<file path="config.mk">
export PLATFORM = sky130hd
export DESIGN_NAME = quad_pos_decoder
export DESIGN_NICKNAME = d
export VERILOG_FILES = /design/src/rtl/quad_pkg.sv /design/src/rtl/quad_in_filter.sv /design/src/rtl/quad_pos_decoder.sv
export SDC_FILE = /design/constraint.sdc
export NUM_CORES = 1
export LEC_CHECK = 0
export ABC_AREA = 1
export CORE_MARGIN = 2
export CORE_UTILIZATION = 42
export CTS_BUF_LIST = sky130_fd_sc_hd__clkbuf_4
export DETAILED_ROUTE_END_ITERATION = 8
export HOLD_SLACK_MARGIN = 0.1
export PLACE_DENSITY = 0.7
export SYNTH_ARGS = -nofsm -noshare
export SYNTH_HDL_FRONTEND = slang
export SYNTH_HIERARCHICAL = 1
export SYNTH_SLANG_ARGS = --single-unit
</file>
<file path="constraint.sdc">
create_clock -name clk -period 2.25 [get_ports clk]
set_clock_uncertainty 0.1 [all_clocks]
set_input_delay 0.675 -clock clk [delete_from_list [all_inputs] [get_ports clk]]
set_output_delay 0.675 -clock clk [all_outputs]
set_load 0.01 [all_outputs]
</file>
<file path="src/rtl/quad_pkg.sv">
// Shared phase type, direction constants and transition decode for quad_pos_decoder.
package quad_pkg;

  typedef enum logic [1:0] {S00 = 2'b00, S01 = 2'b01, S11 = 2'b11, S10 = 2'b10} phase_t;
  typedef enum logic [1:0] {DEC_NONE, DEC_UP, DEC_DN, DEC_ERR} dec_t;

  localparam logic DIR_UP = 1'b1;
  localparam logic DIR_DN = 1'b0;

  // Position along the up sequence: S00->0, S01->1, S11->2, S10->3 (Gray to binary).
  function automatic logic [1:0] phase_pos(input phase_t p);
    logic [1:0] w_p;
    w_p = p;
    return {w_p[1], w_p[1] ^ w_p[0]};
  endfunction

  function automatic dec_t quad_decode(input phase_t old_p, input phase_t new_p);
    logic [1:0] w_d;
    dec_t       w_r;
    w_d = phase_pos(new_p) - phase_pos(old_p);
    case (w_d)
      2'd1:    w_r = DEC_UP;
      2'd3:    w_r = DEC_DN;
      2'd2:    w_r = DEC_ERR;
      default: w_r = DEC_NONE;
    endcase
    return w_r;
  endfunction

endpackage

</file>
<file path="src/rtl/quad_in_filter.sv">
// One encoder channel: 2-FF synchroniser followed by a run-length filter that
// accepts a new level only after FILT consecutive differing samples.
module quad_in_filter #(
  parameter int FILT = 3
) (
  input  logic i_clk,
  input  logic i_rst,
  input  logic i_d,
  output logic o_q
);

  localparam int CW = (FILT > 1) ? $clog2(FILT) : 1;

  logic [1:0]    r_sync;
  logic [CW-1:0] r_cnt;
  logic          r_acc;

  always_ff @(posedge i_clk or posedge i_rst) begin
    if (i_rst) begin
      r_sync <= '0;
      r_cnt  <= '0;
      r_acc  <= 1'b0;
    end else begin
      r_sync <= {r_sync[0], i_d};
      // A matching sample anywhere in the run throws the run away.
      if (r_sync[1] == r_acc) begin
        r_cnt <= '0;
      end else if (r_cnt == CW'(FILT - 1)) begin
        r_acc <= r_sync[1];
        r_cnt <= '0;
      end else begin
        r_cnt <= r_cnt + CW'(1);
      end
    end
  end

  assign o_q = r_acc;

endmodule

</file>
<file path="src/rtl/quad_pos_decoder.sv">
// Quadrature A/B decoder with N-bit position counter (clear/load/enable).
// Optional index input z and idx pulse under `define QUAD_INDEX_EN.
module quad_pos_decoder
  import quad_pkg::*;
#(
  parameter int N    = 5,
  parameter int FILT = 3
) (
  input  logic         clk,
  input  logic         rst,
  input  logic         a,
  input  logic         b,
`ifdef QUAD_INDEX_EN
  input  logic         z,
  output logic         idx,
`endif
  input  logic         syn_clr,
  input  logic         load,
  input  logic         en,
  input  logic [N-1:0] d,
  output logic [N-1:0] q,
  output logic         dir,
  output logic         step,
  output logic         err
);

  logic         w_fa, w_fb, w_zrise, w_hold;
  phase_t       w_new, r_phase;
  dec_t         w_dec;
  logic         r_valid;
  logic [N-1:0] r_q, w_q_nxt;
  logic         r_dir, w_dir_nxt, r_step, w_step_nxt, r_err, w_err_nxt;

  quad_in_filter #(.FILT(FILT)) u_fa (.i_clk(clk), .i_rst(rst), .i_d(a), .o_q(w_fa));
  quad_in_filter #(.FILT(FILT)) u_fb (.i_clk(clk), .i_rst(rst), .i_d(b), .o_q(w_fb));

`ifdef QUAD_INDEX_EN
  logic w_fz, r_z_prev, r_idx;

  quad_in_filter #(.FILT(FILT)) u_fz (.i_clk(clk), .i_rst(rst), .i_d(z), .o_q(w_fz));

  assign w_zrise = w_fz & ~r_z_prev;

  always_ff @(posedge clk or posedge rst) begin
    if (rst) begin
      r_z_prev <= 1'b0;
      r_idx    <= 1'b0;
    end else begin
      r_z_prev <= w_fz;
      r_idx    <= w_zrise;
    end
  end

  assign idx = r_idx;
`else
  assign w_zrise = 1'b0;
`endif

  assign w_new  = phase_t'({w_fa, w_fb});
  assign w_dec  = quad_decode(r_phase, w_new);
  assign w_hold = syn_clr | load | ~en | w_zrise;

  always_comb begin
    w_q_nxt    = r_q;
    w_dir_nxt  = r_dir;
    w_step_nxt = 1'b0;
    w_err_nxt  = 1'b0;
    // The first cycle after reset only captures the phase; nothing is decoded.
    if (r_valid) begin
      case (w_dec)
        DEC_UP: begin
          w_dir_nxt = DIR_UP;
          if (!w_hold) begin
            w_q_nxt    = r_q + N'(1);
            w_step_nxt = 1'b1;
          end
        end
        DEC_DN: begin
          w_dir_nxt = DIR_DN;
          if (!w_hold) begin
            w_q_nxt    = r_q - N'(1);
            w_step_nxt = 1'b1;
          end
        end
        DEC_ERR: w_err_nxt = 1'b1;
        default: ;
      endcase
    end
    if (w_zrise) w_q_nxt = '0;
    if (load)    w_q_nxt = d;
    if (syn_clr) w_q_nxt = '0;
  end

  always_ff @(posedge clk or posedge rst) begin
    if (rst) begin
      r_phase <= S00;
      r_valid <= 1'b0;
      r_q     <= '0;
      r_dir   <= DIR_UP;
      r_step  <= 1'b0;
      r_err   <= 1'b0;
    end else begin
      r_phase <= w_new;
      r_valid <= 1'b1;
      r_q     <= w_q_nxt;
      r_dir   <= w_dir_nxt;
      r_step  <= w_step_nxt;
      r_err   <= w_err_nxt;
    end
  end

  assign q    = r_q;
  assign dir  = r_dir;
  assign step = r_step;
  assign err  = r_err;

endmodule

</file>
==> reports/metrics.yaml, run 1 <==
synth:
  yosysWarnings: 6
  syn_avg_cell_area_um2: 7.862
  syn_area_um2: 1109
  syn-num-nets: 155
  yosys.area.top_type_share: 0.4515
  synth_largest_area_cell: "dfrtp_1"
  synth-edff-count: 0
  yosys-top-cells-area: "dfrtp_1 (45%), nand2_1 (12%), inv_1 (9.1%)"
  syn_inst: 141
  async_reset_ff_frac: 1.000
  synth_cell_type_count: 25
  yosysSeqAreaShare: 0.4752
  netlist_top_cells_count: "nand2_1 (36), inv_1 (27), dfrtp_1 (20)"
  yosysMostFrequentCell: "nand2_1"
  synth_flop_cell: "dfrtp_1"
  yosys_register_bits: 21
critical_path:
  critPathTopFamily: "flip-flops"
  worstPathCellList: "clkdlybuf4s50_1"
  ff2ff_path_depth: 16
  cp.depth: 1
  crit_path_max_fanout: 2
  r2r-end: "q[4]$_DFFE_PP0P_"
  path_buf_inv: 1
  cp-end-kind: "primary output"
  crit_arrival_ns: 1.38
  critPathKind: "reg2out"
  slowest_delay_ns: 0.55
  reg2reg_slack_ns: 0.12
  cp-start-kind: "register"
  required_ns: 1.47
  r2r-start: "r_phase[0]$_DFF_PP0_"
  crit_slowest_cell: "dfstp_2"
global_routing:
  antenna_found_initial: 0
  grt_max_degree: 12
  grt_pass1_vias: 780
  grt_pass1_wl_um: 3381
  overflow: 0
  grt_use_total: 0.1382
sta:
  max_freq_mhz: 464.0
  hold_viol_final: 0
  drv_slew: 0
  min_period_ns: 2.155
  fin_crit_sh: 0.9578
  setup_viol_count_final: 0
route:
  ant_nets: 0
  vias: 935
  drtIter0Drc: 38
  wl_met3_um: 82
  drc: 0
  viasPerCell: 4.606
  dr_wl_met2_um: 1124
  dr.pass1.iters: 5
  wirelength_um: 2271
  routedWlPerCell_um: 11.19
  m1WireLength_um: 1065
  top_layer_used: "met3"
floorplanning:
  die_w_um: 55.38
  ioPinCount: 20
  initial_core_util: 0.4434
  row_count: 18
  core_area_um2: 2500
  die_area_um2: 3066
  die_h_um: 55.38
worst_hold_path:
  min_path_type: "reg2reg"
  whs_path_depth: 0
  whs_endpoint: "u_fa/r_sync[1]$_DFF_PP0_"
  hp-start: "u_fa/r_sync[0]$_DFF_PP0_"
final_layout:
  final_core_util: 0.5946
  area_growth_pct: 34.09
  nets: 188
  antennaDiodeCount: 0
  fillCellCount: 222
  final_cells: 203
  layout-drive-gt1-share: 0.1792
run_status:
  outcome: "complete, no violations"
cts:
  insertion_delay_ns: 0.29
  path_clk_slew_ns: 0.11
  ctsHoldBuffers: 0
  clk_path_buf_depth: 2
  cts_tree: "done"
  cts.sinks: 21
  root_buffer: "clkbuf_4"
  numCtsBuffers: 3
  htree_levels: 1
placement:
  finalWeightedCongestion: 0.8738
  io_buffers: 19
  dp_cells: 194
  dp_hpwl_um: 1673
pwr:
  peakVddDrop_uv: 1321
  p_per_area_nw_per_um2: 1796
  p_leak_uw: 0.0007689
job:
  maxCapViolCount: 0
[routing by layer]
metal,vias up,global-route usage
met1,433,0.2036
li1,491,-
met4,0,0.04181
met3,0,0.02810
met2,11,0.2041
met5,-,0
[cell usage in the layout (no fill, tap or decap), drive strengths merged, types with 2 or more instances in the layout]
master	netlist	layout
buf	0	9
clkbuf	0	4
clkdlybuf4s50	0	19
dfrtp	20	20
ha	2	2
inv	29	29
nand2	40	40
nand3	10	10
nand4	3	3
nor2	19	19
o21ai	7	7
xnor2	2	2
xor2	2	2
[layout make-up]
cell class                 count  area [um^2]  area share
clock buffer                   4        30.03     0.02020
inverter                      29        111.4     0.07492
multi-input combinational     91        523.0      0.3519
sequential                    21        526.8      0.3544
tap                           30        37.54     0.02525
timing repair buffer          28        257.7      0.1734
[flip-flops by register name, summed over array words and instances, names as in the netlist]
name	count
dir	1
err	1
q	5
r_phase	2
r_valid	1
step	1
u_fa/o_q	1
u_fa/r_cnt	2
u_fa/r_sync	2
u_fb/o_q	1
u_fb/r_cnt	2
u_fb/r_sync	2
[worst max path at each step]
stage / slack [ns] / start / to
finish: 0.1 / dir$_DFFE_PP1P_ / dir
global route: -0.02 / r_phase[0]$_DFF_PP0_ / q[4]$_DFFE_PP0P_
CTS: 0.01 / u_fa/o_q$_DFFE_PP0P_ / q[4]$_DFFE_PP0P_
detailed placement: -0.03 / u_fb/o_q$_DFFE_PP0P_ / q[4]$_DFFE_PP0P_
global placement: 0.05 / u_fb/o_q$_DFFE_PP0P_ / q[4]$_DFFE_PP0P_
floorplan: 0.07 / u_fa/o_q$_DFFE_PP0P_ / q[4]$_DFFE_PP0P_
[where the power goes]
| group | internal (uW) | switching [uW] |
|---|---|---|
| clock | 81.0 | 110 |
| combinational | 836 | 1030 |
| sequential | 506 | 104 |
| total | 1420 | 1250 |
[kinds of logic after synthesis]
| family | Yosys count | share of synthesized area |
|---|---|---|
| buffers and inverters | 29 | 0.09820 |
| other | 1 | 0.003383 |
| and+or+nand+nor | 75 | 0.3239 |
| DFF | 21 | 0.4752 |
| adders and majority gates | 2 | 0.02257 |
| AOI/OAI and AO/OA | 9 | 0.04515 |
| xor gates and xnor gates | 4 | 0.03161 |
[repair_timing]
| action | in CTS | in global routing |
|---|---|---|
| buffers inserted | 1 | 4 |
| pin swaps | 0 | 6 |
| endpoints found under the setup margin | 1 | 3 |
| gates cloned | 0 | 0 |
| gates resized for setup | 3 | 7 |
[metrics by stage]
step / worst slack (ns) / TNS [ns] / total power, uW / area [um^2] / hold WS [ns]
finish: 0.09504 / 0 / 2670 / 1486 / 0.2601
global route: -0.02464 / -0.02464 / 2915 / 1486 / 0.2754
CTS: 0.01336 / 0 / 2382 / 1414 / 0.2616
detailed placement: -0.02893 / -0.02893 / 2136 / 1366 / 0.2347
global placement: 0.04534 / 0 / 2093 / 1366 / 0.2376
floorplan: 0.07340 / 0 / 1736 / 1109 / 0.2312
No activity file was read; power rests on OpenSTA's default activity.
==> inputs of run 2 (changes only) <==
--- a/config.mk
+++ b/config.mk
@@ -9,6 +9,7 @@
 export CORE_MARGIN = 2
 export CORE_UTILIZATION = 42
 export CTS_BUF_LIST = sky130_fd_sc_hd__clkbuf_4
+export CTS_CLUSTER_SIZE = 20
 export DETAILED_ROUTE_END_ITERATION = 8
 export HOLD_SLACK_MARGIN = 0.1
 export PLACE_DENSITY = 0.7
==> results of run 2 <==
The final DEF is identical to that of run 1; final timing and power are the same.
==> inputs of run 3 (changes only) <==
--- a/config.mk
+++ b/config.mk
@@ -11,8 +11,9 @@
 export CTS_BUF_LIST = sky130_fd_sc_hd__clkbuf_4
 export CTS_CLUSTER_SIZE = 20
 export DETAILED_ROUTE_END_ITERATION = 8
+export DONT_BUFFER_PORTS = 1
 export HOLD_SLACK_MARGIN = 0.1
-export PLACE_DENSITY = 0.7
+export SKIP_CTS_REPAIR_TIMING = 1
 export SYNTH_ARGS = -nofsm -noshare
 export SYNTH_HDL_FRONTEND = slang
 export SYNTH_HIERARCHICAL = 1
==> run 3 against run 2 <==
Core utilization down 7.8 points. Global-route usage up 0.75 points. Critical path type is now reg2reg. Via count down 7.2%.
==> reports/metrics.yaml, run 3 (synthesis results as in run 1) <==
run_status:
  outcome: "complete, no violations"
route:
  wirelength_um: 2096
  viasPerCell: 4.769
  drc: 0
  dr.pass1.iters: 4
  routedWlPerCell_um: 11.52
  vias: 868
  ant_nets: 0
  drtIter0Drc: 9
sta:
  rsz0062_at_grt: "yes"
  fin_tns_setup_ns: 0
  setup_ws_ns: 0.1257
  setup_viol_count_final: 0
  max_freq_mhz: 470.7
  drv_slew: 0
  fin_crit_sh: 0.9441
  hold_viol_final: 0
  min_period_ns: 2.124
placement:
  finalWeightedCongestion: 0.8038
  dp_slack_ns: -0.006250
  dp_cells: 174
  io_buffers: 0
  dp_hpwl_um: 1612
critical_path:
  required_ns: 2.35
  r2r-start: "r_phase[1]$_DFF_PP0_"
  ff2ff_path_depth: 16
  critPathKind: "reg2reg"
  cp-end-kind: "register"
  reg2reg_slack_ns: 0.13
  r2r-end: "q[4]$_DFFE_PP0P_"
  crit_arrival_ns: 2.23
  crit_path_max_fanout: 5
  cp-start-kind: "register"
cts:
  insertion_delay_ns: 0.30
  htree_levels: 1
  cts_tree: "done"
  root_buffer: "clkbuf_4"
  path_clk_slew_ns: 0.11
  numCtsBuffers: 3
  cts.sinks: 21
  clk_path_buf_depth: 2
floorplanning:
  initial_core_util: 0.4434
  die_w_um: 55.38
  row_count: 18
  ioPinCount: 20
  die_h_um: 55.38
  core_area_um2: 2500
  die_area_um2: 3066
final_layout:
  nets: 167
  final_core_util: 0.5170
  layout_commonest_cell: "nand2_1"
  antennaDiodeCount: 0
  area_growth_pct: 16.59
  final_cell_mix: "nand2_1 (34), inv_1 (24), dfrtp_1 (20)"
  layout-drive-gt1-share: 0.2171
  largest_reg_flops: 5
  final_cells: 182
  fillCellCount: 238
global_routing:
  grt_max_degree: 13
  grt_use_total: 0.1457
  antenna_found_initial: 0
  grt_pass1_wl_um: 3615
  overflow: 0
  grt_pass1_vias: 849
worst_hold_path:
  min_path_type: "in2async"
job:
  maxCapViolCount: 0
-- run 3: cell count changes in the layout (fill, tap and decap cells not counted), sizes merged --
| cell | previous run | this run |
|---|---|---|
| buf | 9 | 6 |
| clkinv | 0 | 1 |
| dlygate4sd3 | 0 | 1 |
| clkbuf | 4 | 3 |
| clkdlybuf4s50 | 19 | 0 |
-- run 3: layer usage --
| layer | vias to the layer above | part of all wire | global-route usage |
|---|---|---|---|
| met4 | 0 | 0.017 | 0.06272 |
| met2 | 8 | 0.49 | 0.2398 |
| met3 | 4 | 0.032 | 0.02810 |
| met5 | - | 0 | 0 |
| met1 | 406 | 0.46 | 0.1859 |
| li1 | 450 | - | - |
-- run 3: cell type report --
| class | instances | area (um^2) | share of cell area |
|---|---|---|---|
| Clock buffer | 3 | 22.52 | 0.01742 |
| Clock inverter | 1 | 5.005 | 0.003872 |
| Inverter | 29 | 108.9 | 0.08422 |
| Multi-Input combinational cell | 91 | 533.0 | 0.4124 |
| Sequential cell | 21 | 526.8 | 0.4076 |
| Tap cell | 30 | 37.54 | 0.02904 |
| Timing Repair Buffer | 7 | 58.81 | 0.04550 |
-- run 3: through the flow --
stage	hold WS, ns	instance area (um^2)
floorplan	0.2312	1109
detailed placement	0.2428	1169
CTS	0.03839	1196
global placement	0.2324	1169
finish	0.1466	1292
global route	0.1682	1292
-- run 3: worst max path at each step --
stage	start	end	slack, ns	depth (start not counted)
2_1_floorplan	u_fa/o_q$_DFFE_PP0P_	q[4]$_DFFE_PP0P_	0.07	17
3_3_place_gp	u_fb/o_q$_DFFE_PP0P_	q[4]$_DFFE_PP0P_	0.05	15
3_5_place_dp	u_fb/o_q$_DFFE_PP0P_	q[4]$_DFFE_PP0P_	-0.006	15
4_1_cts	u_fb/o_q$_DFFE_PP0P_	q[4]$_DFFE_PP0P_	-0.03	15
5_1_grt	r_phase[1]$_DFF_PP0_	q[4]$_DFFE_PP0P_	-0.05	16
6_report	r_phase[1]$_DFF_PP0_	q[4]$_DFFE_PP0P_	0.13	16
-- run 3: worst max-delay path, cell delays in order, from the launching register on --
cell	delay, ns
dfrtp_1	0.45
xor2_2	0.21
ha_4	0.18
buf_6	0.11
nand2_4	0.08
nand4_1	0.12
nand2_1	0.09
inv_2	0.05
ha_4	0.15
nor2_4	0.09
inv_2	0.04
nand2_2	0.05
nand2_1	0.05
nand2_1	0.08
nand3_2	0.06
nand2_1	0.07
nand2_1	0.05
Power of run 3 is not shown: default switching activity piles up to over one toggle a cycle in this logic, so the estimate is an artifact.
